**config.mk**
```make
export PLATFORM = sky130hd
export DESIGN_NAME = pbit_state_histogram
export DESIGN_NICKNAME = d
export VERILOG_FILES = /design/src/rtl/pbit_state_histogram.sv
export SDC_FILE = /design/constraint.sdc
export NUM_CORES = 1
export LEC_CHECK = 0
export ABC_CLOCK_PERIOD_IN_PS = 7300
export CAP_MARGIN = 0
export CORE_UTILIZATION = 49
export CTS_BUF_LIST = sky130_fd_sc_hd__clkbuf_8
export CTS_CLUSTER_SIZE = 25
export DETAILED_ROUTE_END_ITERATION = 7
export PLACE_DENSITY = 0.77
export SETUP_SLACK_MARGIN = 0.2
export SLEW_MARGIN = 20
export SYNTH_ARGS = -nofsm -noshare
export SYNTH_HDL_FRONTEND = slang
export SYNTH_SLANG_ARGS = --single-unit
```
**constraint.sdc**
```tcl
create_clock -name CLK -period 7.3 [get_ports CLK]
set_input_delay 1.46 -clock CLK [delete_from_list [all_inputs] [get_ports CLK]]
set_output_delay 1.46 -clock CLK [all_outputs]
set_load 0.05 [all_outputs]
```
**src/rtl/pbit_state_histogram.sv**
```systemverilog
// On-chip state histogrammer for a p-bit network: samples the output word every
// SAMPLE_DIV clocks and bumps one saturating counter per observed state.
module pbit_state_histogram #(
  parameter int NBITS      = 5,
  parameter int SAMPLE_DIV = 15,
  parameter int CNT_W      = 16,
  parameter bit REVERSE    = 1'b1
) (
  input  logic             CLK,
  input  logic             RST_N,
  input  logic             start,
  input  logic             stop,
  input  logic [31:0]      sample_target,
  input  logic [NBITS-1:0] state_in,
  input  logic             rd_en,
  input  logic [NBITS-1:0] rd_addr,
  output logic [CNT_W-1:0] rd_data,
  output logic             rd_valid,
  output logic             busy,
  output logic             done,
  output logic [31:0]      total_samples,
  output logic             sat_flag,
  output logic [1:0]       o_dbg_state
);

  localparam int NBINS = 1 << NBITS;
  localparam int DIV_W = $clog2(SAMPLE_DIV);
  localparam logic [DIV_W-1:0] DIV_LAST = DIV_W'(SAMPLE_DIV - 1);
  localparam logic [CNT_W-1:0] CNT_MAX  = {CNT_W{1'b1}};

  typedef enum logic [1:0] {S_IDLE = 2'd0, S_RUN = 2'd1, S_DONE = 2'd2} state_t;

  state_t             r_state;
  state_t             w_next;
  logic               r_busy;
  logic               r_done;
  logic [DIV_W-1:0]   r_div;
  logic               r_pend;
  logic [NBITS-1:0]   r_sample;
  logic [31:0]        r_total;
  logic               r_sat;
  logic [CNT_W-1:0]   r_bins [NBINS];
  logic [CNT_W-1:0]   r_rd_data;
  logic               r_rd_valid;

  logic               w_tick;
  logic               w_commit;
  logic [31:0]        w_total_inc;
  logic               w_hit_target;
  logic [NBITS-1:0]   w_rev;
  logic [NBITS-1:0]   w_sample_idx;

  for (genvar g = 0; g < NBITS; g++) begin : g_rev
    assign w_rev[g] = state_in[NBITS-1-g];
  end
  assign w_sample_idx = REVERSE ? w_rev : state_in;

  // A tick is suppressed by stop in the same cycle so no new sample follows a stop;
  // start discards both a pending tick and a not-yet-committed sample.
  assign w_tick       = (r_state == S_RUN) && (r_div == DIV_LAST) && !start && !stop;
  assign w_commit     = r_pend && !start;
  assign w_total_inc  = (r_total == 32'hFFFF_FFFF) ? r_total : r_total + 32'd1;
  assign w_hit_target = w_commit && (sample_target != 32'd0) && (w_total_inc == sample_target);

  always_comb begin
    w_next = r_state;
    if (start) begin
      w_next = S_RUN;
    end else if (r_state == S_RUN && (stop || w_hit_target)) begin
      w_next = S_DONE;
    end
  end

  always_ff @(posedge CLK or negedge RST_N) begin
    if (!RST_N) begin
      r_state  <= S_IDLE;
      r_busy   <= 1'b0;
      r_done   <= 1'b0;
      r_div    <= '0;
      r_pend   <= 1'b0;
      r_sample <= '0;
      r_total  <= '0;
    end else begin
      r_state <= w_next;
      r_busy  <= (w_next == S_RUN);
      r_done  <= (w_next == S_DONE);
      if (start) begin
        r_div   <= '0;
        r_pend  <= 1'b0;
        r_total <= '0;
      end else begin
        if (r_state == S_RUN) begin
          r_div <= (r_div == DIV_LAST) ? '0 : r_div + 1'b1;
        end
        r_pend <= w_tick;
        if (w_tick) begin
          r_sample <= w_sample_idx;
        end
        if (w_commit) begin
          r_total <= w_total_inc;
        end
      end
    end
  end

  // sat_flag records an increment that was refused because the bin was full.
  always_ff @(posedge CLK or negedge RST_N) begin
    if (!RST_N) begin
      for (int i = 0; i < NBINS; i++) r_bins[i] <= '0;
      r_sat <= 1'b0;
    end else if (start) begin
      for (int i = 0; i < NBINS; i++) r_bins[i] <= '0;
      r_sat <= 1'b0;
    end else if (w_commit) begin
      if (r_bins[r_sample] == CNT_MAX) begin
        r_sat <= 1'b1;
      end else begin
        r_bins[r_sample] <= r_bins[r_sample] + 1'b1;
      end
    end
  end

  always_ff @(posedge CLK or negedge RST_N) begin
    if (!RST_N) begin
      r_rd_data  <= '0;
      r_rd_valid <= 1'b0;
    end else begin
      r_rd_valid <= rd_en && (r_state != S_RUN);
      if (rd_en && (r_state != S_RUN)) begin
        r_rd_data <= r_bins[rd_addr];
      end
    end
  end

  assign rd_data       = r_rd_data;
  assign rd_valid      = r_rd_valid;
  assign busy          = r_busy;
  assign done          = r_done;
  assign total_samples = r_total;
  assign sat_flag      = r_sat;
  assign o_dbg_state   = r_state;

endmodule

```
; ---- After elaboration in Yosys (flattened, before gate mapping)
; Cells that the tools add are included.
[totals]
regBits = 576
in_bits = 47
output_inout_bits = 54
elab_cells = 103
[op_classes]
add_sub_neg = 3
n_lt_le_gt_ge = 3
eq_ne = 9
n_mux = 24
bitwise = 3
n_reduce_logical = 19
[op_table]
columns = op, n
row1 = 512-bit 2-to-1 mux, 3
row2 = 512-bit bitwise mux, 1
row3 = 16-bit binary-select mux with 5-bit select, 2
row4 = 32-bit 2-to-1 mux, 3
row5 = 16-bit demux with 5-bit select, 1
row6 = 16-bit 2-to-1 mux, 5
row7 = "32-bit by 1-bit adder with 32-bit output, second input constant", 1
row8 = 32-bit == test, 1
row9 = "32-bit == test, second input constant", 1
row10 = 32-bit nonzero test, 1
row11 = "16-bit by 1-bit adder with 16-bit output, second input constant", 1
row12 = "16-bit == test, second input constant", 1
row13 = "6-bit greater-or-equal comparator, second input constant", 2
row14 = 4-bit 2-to-1 mux, 3
row15 = 5-bit NOT with 6-bit output, 2
row16 = 1-bit logical AND, 9
row17 = "6-bit by 1-bit < comparator with 1-bit output, second input constant", 1
row18 = 2-bit AND reduction, 3
row19 = 2-bit nonzero test, 3
row20 = "4-bit by 1-bit adder with 4-bit output, second input constant", 1
row21 = "2-bit by 1-bit == test with 1-bit output, second input constant", 2
row22 = "4-bit == test, second input constant", 1
row23 = 1-bit 2-to-1 mux, 4
row24 = 2-bit 2-to-1 mux, 2
row25 = 6 further kinds, 7

; ---- Longest topological paths before layout
; Gate-level depths: netlist of the first run.
[logic_depth]
word_depth = 9
depth_mapped = 19
depth_no_buf = 11

; ---- Least setup slack after synthesis of the first run
; No wires, ideal clock.
[synth_timing]
path_kind = reg-to-reg
from = register r_sample[1]
to = register r_bins[33] (netlist name)
setup_time_ns = 0.132
arrival_ns = 3.751
required_ns = 7.168
setup_slack_ns = 3.417
path_stages_with_launch = 19
synth_period_minus_slack_ns = 3.883
path_cell_list = dfrtp_1 buf_2 buf_2 buf_2 buf_2 mux2i_1 o22ai_1 or4_1 nor2_1 buf_2 inv_1 ha_1 nand3_1 nor4_4 buf_4 nor3b_1 buf_4 mux2i_1 nor2_1
[synth_between]
elab_chain_len = 9
elab_cells_between_ends = 17
classes_between = add/sub: 1 / order compare: 2 / eq/ne: 2 / mux: 9 / bitwise: 1 / reduce/logical: 2
[synth_rtl]
columns = item, line
row1 = "start, declared", 39  ; logic [NBITS-1:0] r_sample;
row2 = "start signal, assigned", 97  ; r_sample <= w_sample_idx;
row3 = 5-bit NOT with 6-bit output (implied by the code) (*), "115, 118"
row4 = "16-bit binary-select mux with 5-bit select, or another cell as far along", "115, 118"
row5 = 16-bit 2-to-1 mux (implied by the code) / 1-bit logical AND (equally long branches), "115, 118"
row6 = "16-bit 2-to-1 mux, on equally long branches", "115, 118"
row7 = 16-bit by 1-bit adder with 16-bit output / 16-bit demux with 5-bit select (equally long branches), 118  ; r_bins[r_sample] <= r_bins[r_sample] + 1'b1;
row8 = 512-bit bitwise mux, 118
row9 = 512-bit 2-to-1 mux, 115  ; if (r_bins[r_sample] == CNT_MAX) begin
row10 = 512-bit 2-to-1 mux, 114  ; end else if (w_commit) begin
row11 = 512-bit 2-to-1 mux, 111  ; end else if (start) begin
row12 = "end signal, assigned by index", 118
row13 = "end, declared", 42  ; logic [CNT_W-1:0] r_bins [NBINS];
; Mark *: on every way between the ends. The rest lies on a longest branch, timed or not. The select of a mux whose other input is x is not followed.
; A chain may end at the register's enable or synchronous reset.

; ---- Worst setup path after layout of the first run
[layout_timing]
from = register r_sample[2]
to = register r_bins[113] (netlist name)
; Same word-level chain as after synthesis.

==> flow_results.org, run 1 <==
** Outcome
- Status :: complete, no violations

** Route
- In this run, the number of DRC markers left after iteration 0 of detailed routing was 3899.
- First-pass DRT Iterations :: 7
- Post-route DRC violation count :: 0
- Total number of vias :: 27300
- After detailed routing, the number of vias per cell comes to 6.97.
- Antenna-violating nets left :: 0
- Total routed wirelength :: 113000 µm
- Routed wire per std cell :: 28.9 µm

** Setup path
- Of all nets on the critical path, the largest fanout is 58.
- WP data required :: 7.94 ns
- Launching element type of the critical path :: flop
- For the worst flop-to-flop path, the logic depth is 12.
- The worst setup path is captured at a flop.
- The critical path is of the reg2reg type.
- At the worst endpoint, the arrival time is 6.62 ns.

** Die
- The floorplan step set the die height to 260 µm.
- The initial utilization of the core area, before any placement, comes to 49.6%.
- Die width :: 260 µm
- The floorplan step defined a core boundary enclosing 65900 µm².
- In this run the count of I/O pins placed on the die edge is 101.
- The die covers 67700 µm².
- The floorplan has 94 rows.

** Clocking
- CTS sink cnt :: 576
- Clock tree synthesis inserted a total of 101 buffers.
- After clock tree synthesis, the clock-pin slew on the worst setup and hold paths is 0.06 ns.
- After clock tree synthesis, the flow added hold-fix buffers numbering 0.
- No sink is reached through more buffers than the 3 on the longest clock path.
- TritonCTS built the clock tree.
- The cell sitting at the root of the clock tree is a sky130_fd_sc_hd__clkbuf_8.
- Clock latency on the worst-skew pair, taken at its later pin, is 0.73 ns.
- The H-tree generated during clock tree synthesis spans 3 levels.
- Post-CTS timing repair inserted 0 buffers for setup.
- # resized after CTS :: 0

** Synthesis
- Counting every net in the synthesized netlist gives 3012.
- Synth cell count leaders :: sky130_fd_sc_hd__dfrtp_1, sky130_fd_sc_hd__mux2i_1, sky130_fd_sc_hd__nor2_1, sky130_fd_sc_hd__a22o_1, sky130_fd_sc_hd__nand2_1
- Syn Std Cell Area :: 32700 µm²
- Of the synthesized area, sequential elements account for 44.1%.
- Counting flops with a built-in enable in the synthesized netlist gives 0.
- Of all cell types, the one taking the most synthesized area is sky130_fd_sc_hd__dfrtp_1.
- The Yosys step of the flow raised 0 warnings.
- The netlist uses 65 different library cells.
- Averaged over all synthesized cells, the footprint is 11.0 µm².
- Post-synthesis async set-or-reset flop share :: 100%
- Share of the synthesized area in the top cell type :: 44.1%
- Area contributors post-synth :: sky130_fd_sc_hd__dfrtp_1, sky130_fd_sc_hd__mux2i_1, sky130_fd_sc_hd__mux4_2
- Most instantiated flip-flop cell in the synthesis netlist :: sky130_fd_sc_hd__dfrtp_1
- Count leader, synth :: sky130_fd_sc_hd__dfrtp_1
- Synthesized instance count :: 2961
- Flip-flop and latch count after synthesis :: 576

** Power and ir drop
- PD cells :: 189 nW/µm²
- Total power consumption of the routed design :: 0.00690 W
- Pleak :: 14.2 nW
- Worst VDD drop :: 113 µV

** Place
- Instance area after placement :: 34300 µm²
- # port buffers :: 100
- Routability-driven placement finished with a final weighted congestion of 1.00.
- After legalization and detailed placement, the total HPWL measured 75400 µm.

** Cells and area
- In the final layout, the share of cells above drive strength 1 is 15.4%.
- At the end of the flow, the number of nets in the layout was 3020.
- Layout overhead on the synthesized area :: 11.6%
- Design Area, Final :: 36400 µm²
- Utilization after layout :: 55.3%
- Counting the fill cells in the layout gives 5505.

** STA
- Clock period minus final worst setup slack :: 5.98 ns
- After routing, the total negative slack on setup checks comes to 0 ns.
- Worst setup skew after layout :: 0.0423 ns
- The number of hold violations in the final report came to 0.
- At the pin with the least slew margin, the transition time is 1.22 ns.
- After layout, the worst path uses 81.9% of the clock period.
- Worst-case headroom to the max-slew limit :: 18.6%
- Setup repair after global routing missed its margin :: no
- Max Transition Viols Final :: 0
- Setup violations remaining at the end of the flow were counted as 0.
- Post-Route Hold Slack :: 0.508 ns
- Fmax :: 167 MHz

** Worst hold path
- Worst Hold Depth :: 2
- The path class of the tightest hold or removal check is reg2reg.

** GRT
- The number of global-route vias before repair is 26800.
- Global routing used 33.4% of the available tracks across all layers.
- Total overflow reported by the global router :: 0
- Global-route wire length before repair :: 171000 µm
- Antenna violations before repair :: 4
- Entering global routing, the biggest net connects 150 pins.

** Run
- The tool flagged a number of max-cap violations equal to 0.
-- state kept, by name (all words and copies together) (netlist names) --
register / cells
total_samples: 32
busy: 1
o_dbg_state: 2
r_bins: 512
sat_flag: 1
r_pend: 1
done: 1
rd_valid: 1
r_div: 4
r_sample: 5
rd_data: 16
-- layout make-up --
cell class	count	area, µm²	share of cell area [%]
clock inverter	45	305	0.838
tap	864	1080	2.97
sequential	576	14400	39.6
multi-input combinational	2113	17200	47.2
antenna	5	12.5	0.0343
clock buffer	129	1780	4.87
inverter	10	37.5	0.103
timing repair buffer	167	1610	4.41
-- worst max-delay path: stages (launching register included) --
cell                      delay [ns]
sky130_fd_sc_hd__dfrtp_1        0.88
sky130_fd_sc_hd__or4b_1         0.92
sky130_fd_sc_hd__o22ai_1        0.33
sky130_fd_sc_hd__or4_1          0.55
sky130_fd_sc_hd__nor2_1         0.62
sky130_fd_sc_hd__inv_1          0.14
sky130_fd_sc_hd__ha_1           0.31
sky130_fd_sc_hd__nand3_1        0.16
sky130_fd_sc_hd__nor4_4         0.07
sky130_fd_sc_hd__buf_4          0.31
sky130_fd_sc_hd__nor2_2         0.45
sky130_fd_sc_hd__and2_1         0.86
sky130_fd_sc_hd__a22o_1         0.28
-- worst paths after layout --
check | startpoint | slack, ns | end
worst max register to register | r_sample[2] | 1.32 | r_bins[113]
worst min register to register | sat_flag | 0.51 | sat_flag
max in group asynchronous | RST_N | 4.93 | r_bins[427]
worst min-delay path | sat_flag | 0.51 | sat_flag
min in group asynchronous | RST_N | 0.61 | total_samples[9]
worst max-delay path | r_sample[2] | 1.32 | r_bins[113]
-- logic make-up (layout without fill, tap and decap cells) --
logic type | Yosys count | in the layout | synth area share [%]
compound gates | 701 | 701 | 14.5
xor+xnor | 74 | 74 | 1.98
fa+ha+maj | 5 | 5 | 0.188
buf+inv | 272 | 351 | 3.83
flops | 576 | 576 | 44.1
mux | 566 | 566 | 23.5
other cells | 0 | 5 | 0
simple gates | 767 | 767 | 11.9
-- power breakdown --
part           switching, W  internal, W  leakage [nW]
Clock               0.00140      0.00171          1.17
Combinational      0.000373     0.000170          5.05
Sequential        0.0000268      0.00322          8.00
Total               0.00180      0.00510          14.2
-- metrics by stage --
stage	setup slack [ns]	instances
floorplan	3.42	2961
global placement	1.70	3727
detailed placement	1.69	3727
CTS	1.67	3901
global route	1.22	3908
finish	1.32	3909
-- per-layer routing --
layer / vias to the layer above / track usage (%) / wire length (µm)
li1: 11200 / - / -
met1: 13700 / 45.4 / 44100
met2: 1990 / 49.8 / 49900
met3: 368 / 10.9 / 14400
met4: 6 / 12.8 / 4550
met5: - / 0 / 41
-- cell usage in the layout (no fill, tap or decap), types with 5 or more instances in the layout --
cell	netlist	layout
sky130_fd_sc_hd__inv_1	9	38
sky130_fd_sc_hd__clkinv_2	0	7
sky130_fd_sc_hd__nor2_4	16	16
sky130_fd_sc_hd__xnor2_1	36	36
sky130_fd_sc_hd__nor2_1	256	251
sky130_fd_sc_hd__diode_2	0	5
sky130_fd_sc_hd__and3_1	10	10
sky130_fd_sc_hd__a22o_1	251	251
sky130_fd_sc_hd__mux2i_1	406	406
sky130_fd_sc_hd__or4_1	9	9
sky130_fd_sc_hd__o21ai_0	124	124
sky130_fd_sc_hd__dfrtp_1	576	575
sky130_fd_sc_hd__a21oi_1	138	138
sky130_fd_sc_hd__nand2b_1	50	50
sky130_fd_sc_hd__buf_4	17	58
sky130_fd_sc_hd__xor2_1	38	29
sky130_fd_sc_hd__nor3_1	29	17
sky130_fd_sc_hd__nand2_1	186	186
sky130_fd_sc_hd__nor2b_1	12	12
sky130_fd_sc_hd__nor2_2	19	24
sky130_fd_sc_hd__and2_1	5	5
sky130_fd_sc_hd__buf_12	0	5
sky130_fd_sc_hd__clkbuf_8	0	130
sky130_fd_sc_hd__nand4_1	30	30
sky130_fd_sc_hd__or3_1	26	26
sky130_fd_sc_hd__o2bb2ai_1	6	6
sky130_fd_sc_hd__nand3_1	23	23
sky130_fd_sc_hd__xor2_2	0	8
sky130_fd_sc_hd__nor4_1	50	50
sky130_fd_sc_hd__clkdlybuf4s50_1	0	94
sky130_fd_sc_hd__a31oi_1	7	7
sky130_fd_sc_hd__o22ai_1	153	153
sky130_fd_sc_hd__nor3_2	0	12
sky130_fd_sc_hd__nor3b_2	1	9
sky130_fd_sc_hd__mux4_2	160	160
(Power assumes the default switching activity.)
==> inputs of run 2 (changes only) <==
- ABC_CLOCK_PERIOD_IN_PS: 7300 -> 5000
- PLACE_DENSITY: 0.77 -> 0.79
- clock period: 7.3 -> 5 ns (I/O delays scaled with it)
==> run 2 against run 1 <==
Count of clock-buffer cells in the layout up 3. Clock skew shrank 0.0050 ns. Non-clock buffer count grew 58. Maximum frequency up 27%. Worst setup slack got worse by 1.0 ns. Power rose by 46%. Die area unchanged. Clock power up 46%.
==> flow_results.org, run 2 (synthesis results as in run 1) <==
** Outcome
- The run finished with clean final reports.

** Power and ir drop
- The power per unit of standard cell area was 273 nW/µm² (+44%).
- Power spent charging and discharging nets :: 0.00262 W (+45%)
- The part of the power in the clock network was 45.1% (about the same).
- Proportion of total power due to net switching :: 25.9% (-0.14 points)
- Combinational Power Share :: 8.0% (about the same)
- Pleak :: 14.6 nW (+2.5%)
- The internal power consumption came to 0.00747 W (+46%).
- The worst vdd rail ir drop was 184 µV (+63%).
- Sequential share of power :: 46.9% (about the same)

** Clocking
- The number of clock buffers inserted by TritonCTS was 97 (-4.0%).
- Clock transition time at the flip-flop clock pins of the worst setup and hold paths :: 0.06 ns (about the same)
- TritonCTS built the clock tree.
- The root buffer cell chosen for the clock tree is sky130_fd_sc_hd__clkbuf_8.
- The clock net sink count came to 576 (unchanged).
- The number of H-tree branching levels is 3 (unchanged).
- The worst-skew pair later-pin latency came to 0.73 ns (about the same).
- Hold-fix buffers, CTS :: 0 (unchanged)
- # resized after CTS :: 0 (unchanged)
- The clock tree buffer depth was 3 (unchanged).
- Number of post-CTS setup repair buffers :: 0 (unchanged)

** Setup path
- Count of buffer and inverter cells on the critical path :: 2 (unchanged)
- Worst R2R Path Depth :: 12 (unchanged)
- The critical path depth is 12 (unchanged).
- The worst endpoint data arrival time came to 5.36 ns (-1.26 ns).
- Worst setup EP type :: flop
- The required time of the worst setup path was 5.64 ns (-2.30 ns).
- Source of the worst register-to-register timing path :: r_sample[3]
- Series of cell instances along the critical path :: or4b_1 > buf_4 > o22ai_1 > nor4_1 > nand2_1 > ha_1 > nand3_1 > nor4_4 > buf_12 > nor3b_1 > nor2_2 > a22o_1
- The largest driver fanout on the critical path is 60 (+3.4%).
- Slack of the worst reg-to-reg path :: 0.28 ns (-1.04 ns)
- The endpoint identified for the worst register-to-register timing path is r_bins[164].
- The worst setup path is launched from a flop.
- Delay of the slowest critical-path stage :: 0.79 ns (-0.13 ns)
- On the critical path the largest part of the delay comes from simple AND/OR/NAND/NOR gates.
- Slowest library cell on the worst path :: sky130_fd_sc_hd__or4b_1
- The critical path is of the reg2reg type.

** Route
- Number of DRC markers after the initial detailed-route iteration :: 4195 (+7.6%)
- The post-detailed-route via-to-cell ratio was 6.86 (-1.6%).
- Post-route DRC violation count :: 0 (unchanged)
- Total number of vias :: 27200 (-0.092%)
- First-pass DRT Iterations :: 7 (unchanged)
- The wire length after detailed routing came to 108000 µm (-4.4%).
- Antenna-violating nets left :: 0 (unchanged)
- The wire length per cell came to 27.2 µm (-5.9%).

** STA
- Clock period minus final worst setup slack :: 4.72 ns (-1.26 ns)
- Worst Max-Slew Pin Slew :: 1.18 ns (-0.0388 ns)
- Crit share post-route :: 94.5% (+13 points)
- Max Transition Viols Final :: 0 (unchanged)
- Final hold violation count :: 0 (unchanged)
- Worst-case headroom to the max-slew limit :: 20.9% (+2.3 points)
- Setup repair after global routing left no endpoint under its margin.
- The final number of setup-violating endpoints was 0 (unchanged).
- The final-layout setup total negative slack was 0 ns (unchanged).
- The worst clock skew is 0.0373 ns (-0.00496 ns).
- The highest achievable clock rate is 212 MHz (+27%).

** Die
- Die area :: 67700 µm² (unchanged)
- Die height :: 260 µm (unchanged)
- Starting density of the core :: 49.6% (unchanged)
- Die width :: 260 µm (unchanged)
- Placement Rows :: 94 (unchanged)
- Core area :: 65900 µm² (unchanged)
- The count of boundary I/O pins is 101 (unchanged).

** Cells and area
- The number of flip-flops in the largest register is 512 (unchanged).
- The area growth from synthesis to layout is 13.2%.
- The storage element area was 14400 µm² (unchanged).
- Multi-input gate area in the final layout :: 17200 µm² (-0.30%)
- Leaving out fill and tap cells, the most frequent cell in the layout is sky130_fd_sc_hd__dfrtp_1.
- Most flop-heavy register :: r_bins
- Leading cell types in the layout, fill and taps excluded :: sky130_fd_sc_hd__dfrtp_1, sky130_fd_sc_hd__mux2i_1, sky130_fd_sc_hd__nor2_1, sky130_fd_sc_hd__a22o_1, sky130_fd_sc_hd__nand2_1
- The proportion of layout cells with a drive suffix above 1 was 16.8% (+1.4 points).
- Number of cells in the finished layout apart from fillers :: 3969 (+1.5%)
- Final-layout fill cell count :: 5424 (-1.5%)
- The net total in the final layout was 3074 (+1.8%).

** GRT
- The number of global-route vias before repair was 26500 (-0.82%).
- The overall global routing resource usage is 31.9% (-1.5 points).
- The global-route wire length before repair was 165000 µm (-3.8%).
- The number of antenna violations at the first check in global routing came to 3 (-1).
- Total overflow reported by the global router :: 0 (unchanged)
- The largest net degree at the start of global routing came to 122 (-19%).

** Worst hold path
- The path class of the tightest hold or removal check is in2async.

** Place
- Sum of net half-perimeters after detailed placement :: 73700 µm (-2.3%)
- Placed Cells incl. Taps :: 3788 (+1.6%)
- The number of buffers inserted by port buffering came to 100 (unchanged).
- The global placement routability congestion was 1.03 (+3.0%).

** Run
- Maxcap violations :: 0 (unchanged)
run 2: changes by cell type in the layout (fill, tap and decap cells not counted), sizes merged:
cell      delta
buf         +58
bufinv       -1
clkbuf       +3
clkinv       +2
clkinvlp     -2
diode        -4
inv          +4
run 2: worst max-delay path by stage:
stage | from | endpoint | slack (ns)
finish | r_sample[3] | r_bins[164] | 0.28
global route | r_sample[1] | r_bins[85] | 0.21
CTS | r_sample[3] | r_bins[164] | 0.51
detailed placement | r_sample[3] | r_bins[173] | 0.57
global placement | r_sample[3] | r_bins[173] | 0.63
floorplan | r_sample[1] | r_bins[33] | 1.12
run 2: layout make-up:
class                      instances  share of cell area (%)
antenna                            1                 0.00677
clock buffer                     132                    4.91
clock inverter                    48                   0.809
inverter                          10                   0.102
multi-input combinational       2113                    46.4
sequential                       576                    39.0
tap                              864                    2.92
timing repair buffer             225                    5.83
run 2: power by group through the flow:
stage	clock, W	combinational, W	sequential (W)
6_report	0.00455	0.000803	0.00473
5_1_grt	0.00481	0.000851	0.00474
4_1_cts	0.00458	0.000801	0.00473
3_5_place_dp	0	0.000801	0.00482
3_3_place_gp	0	0.000795	0.00481
2_1_floorplan	0	0.000371	0.00491
run 2: stage by stage:
| stage | setup slack, ns | hold slack, ns | total power (W) | utilization (%) | instance area [µm²] |
|---|---|---|---|---|---|
| finish | 0.277 | 0.304 | 0.0101 | 56.1 | 37000 |
| global route | 0.211 | 0.362 | 0.0104 | 56.1 | 37000 |
| CTS | 0.512 | 0.316 | 0.0101 | 56.1 | 37000 |
| floorplan | 1.12 | 0.472 | 0.00528 | - | 32700 |
| global placement | 0.634 | 0.500 | 0.00561 | 52.9 | 34900 |
| detailed placement | 0.567 | 0.497 | 0.00562 | 52.9 | 34900 |
run 2: routing by layer:
| metal | wire, µm | track usage (%) | up-vias |
|---|---|---|---|
| li1 | - | - | 11300 |
| met1 | 41900 | 43.8 | 13600 |
| met2 | 47500 | 46.8 | 1984 |
| met3 | 14300 | 10.5 | 347 |
| met4 | 4260 | 12.6 | 2 |
| met5 | 13 | 0 | - |
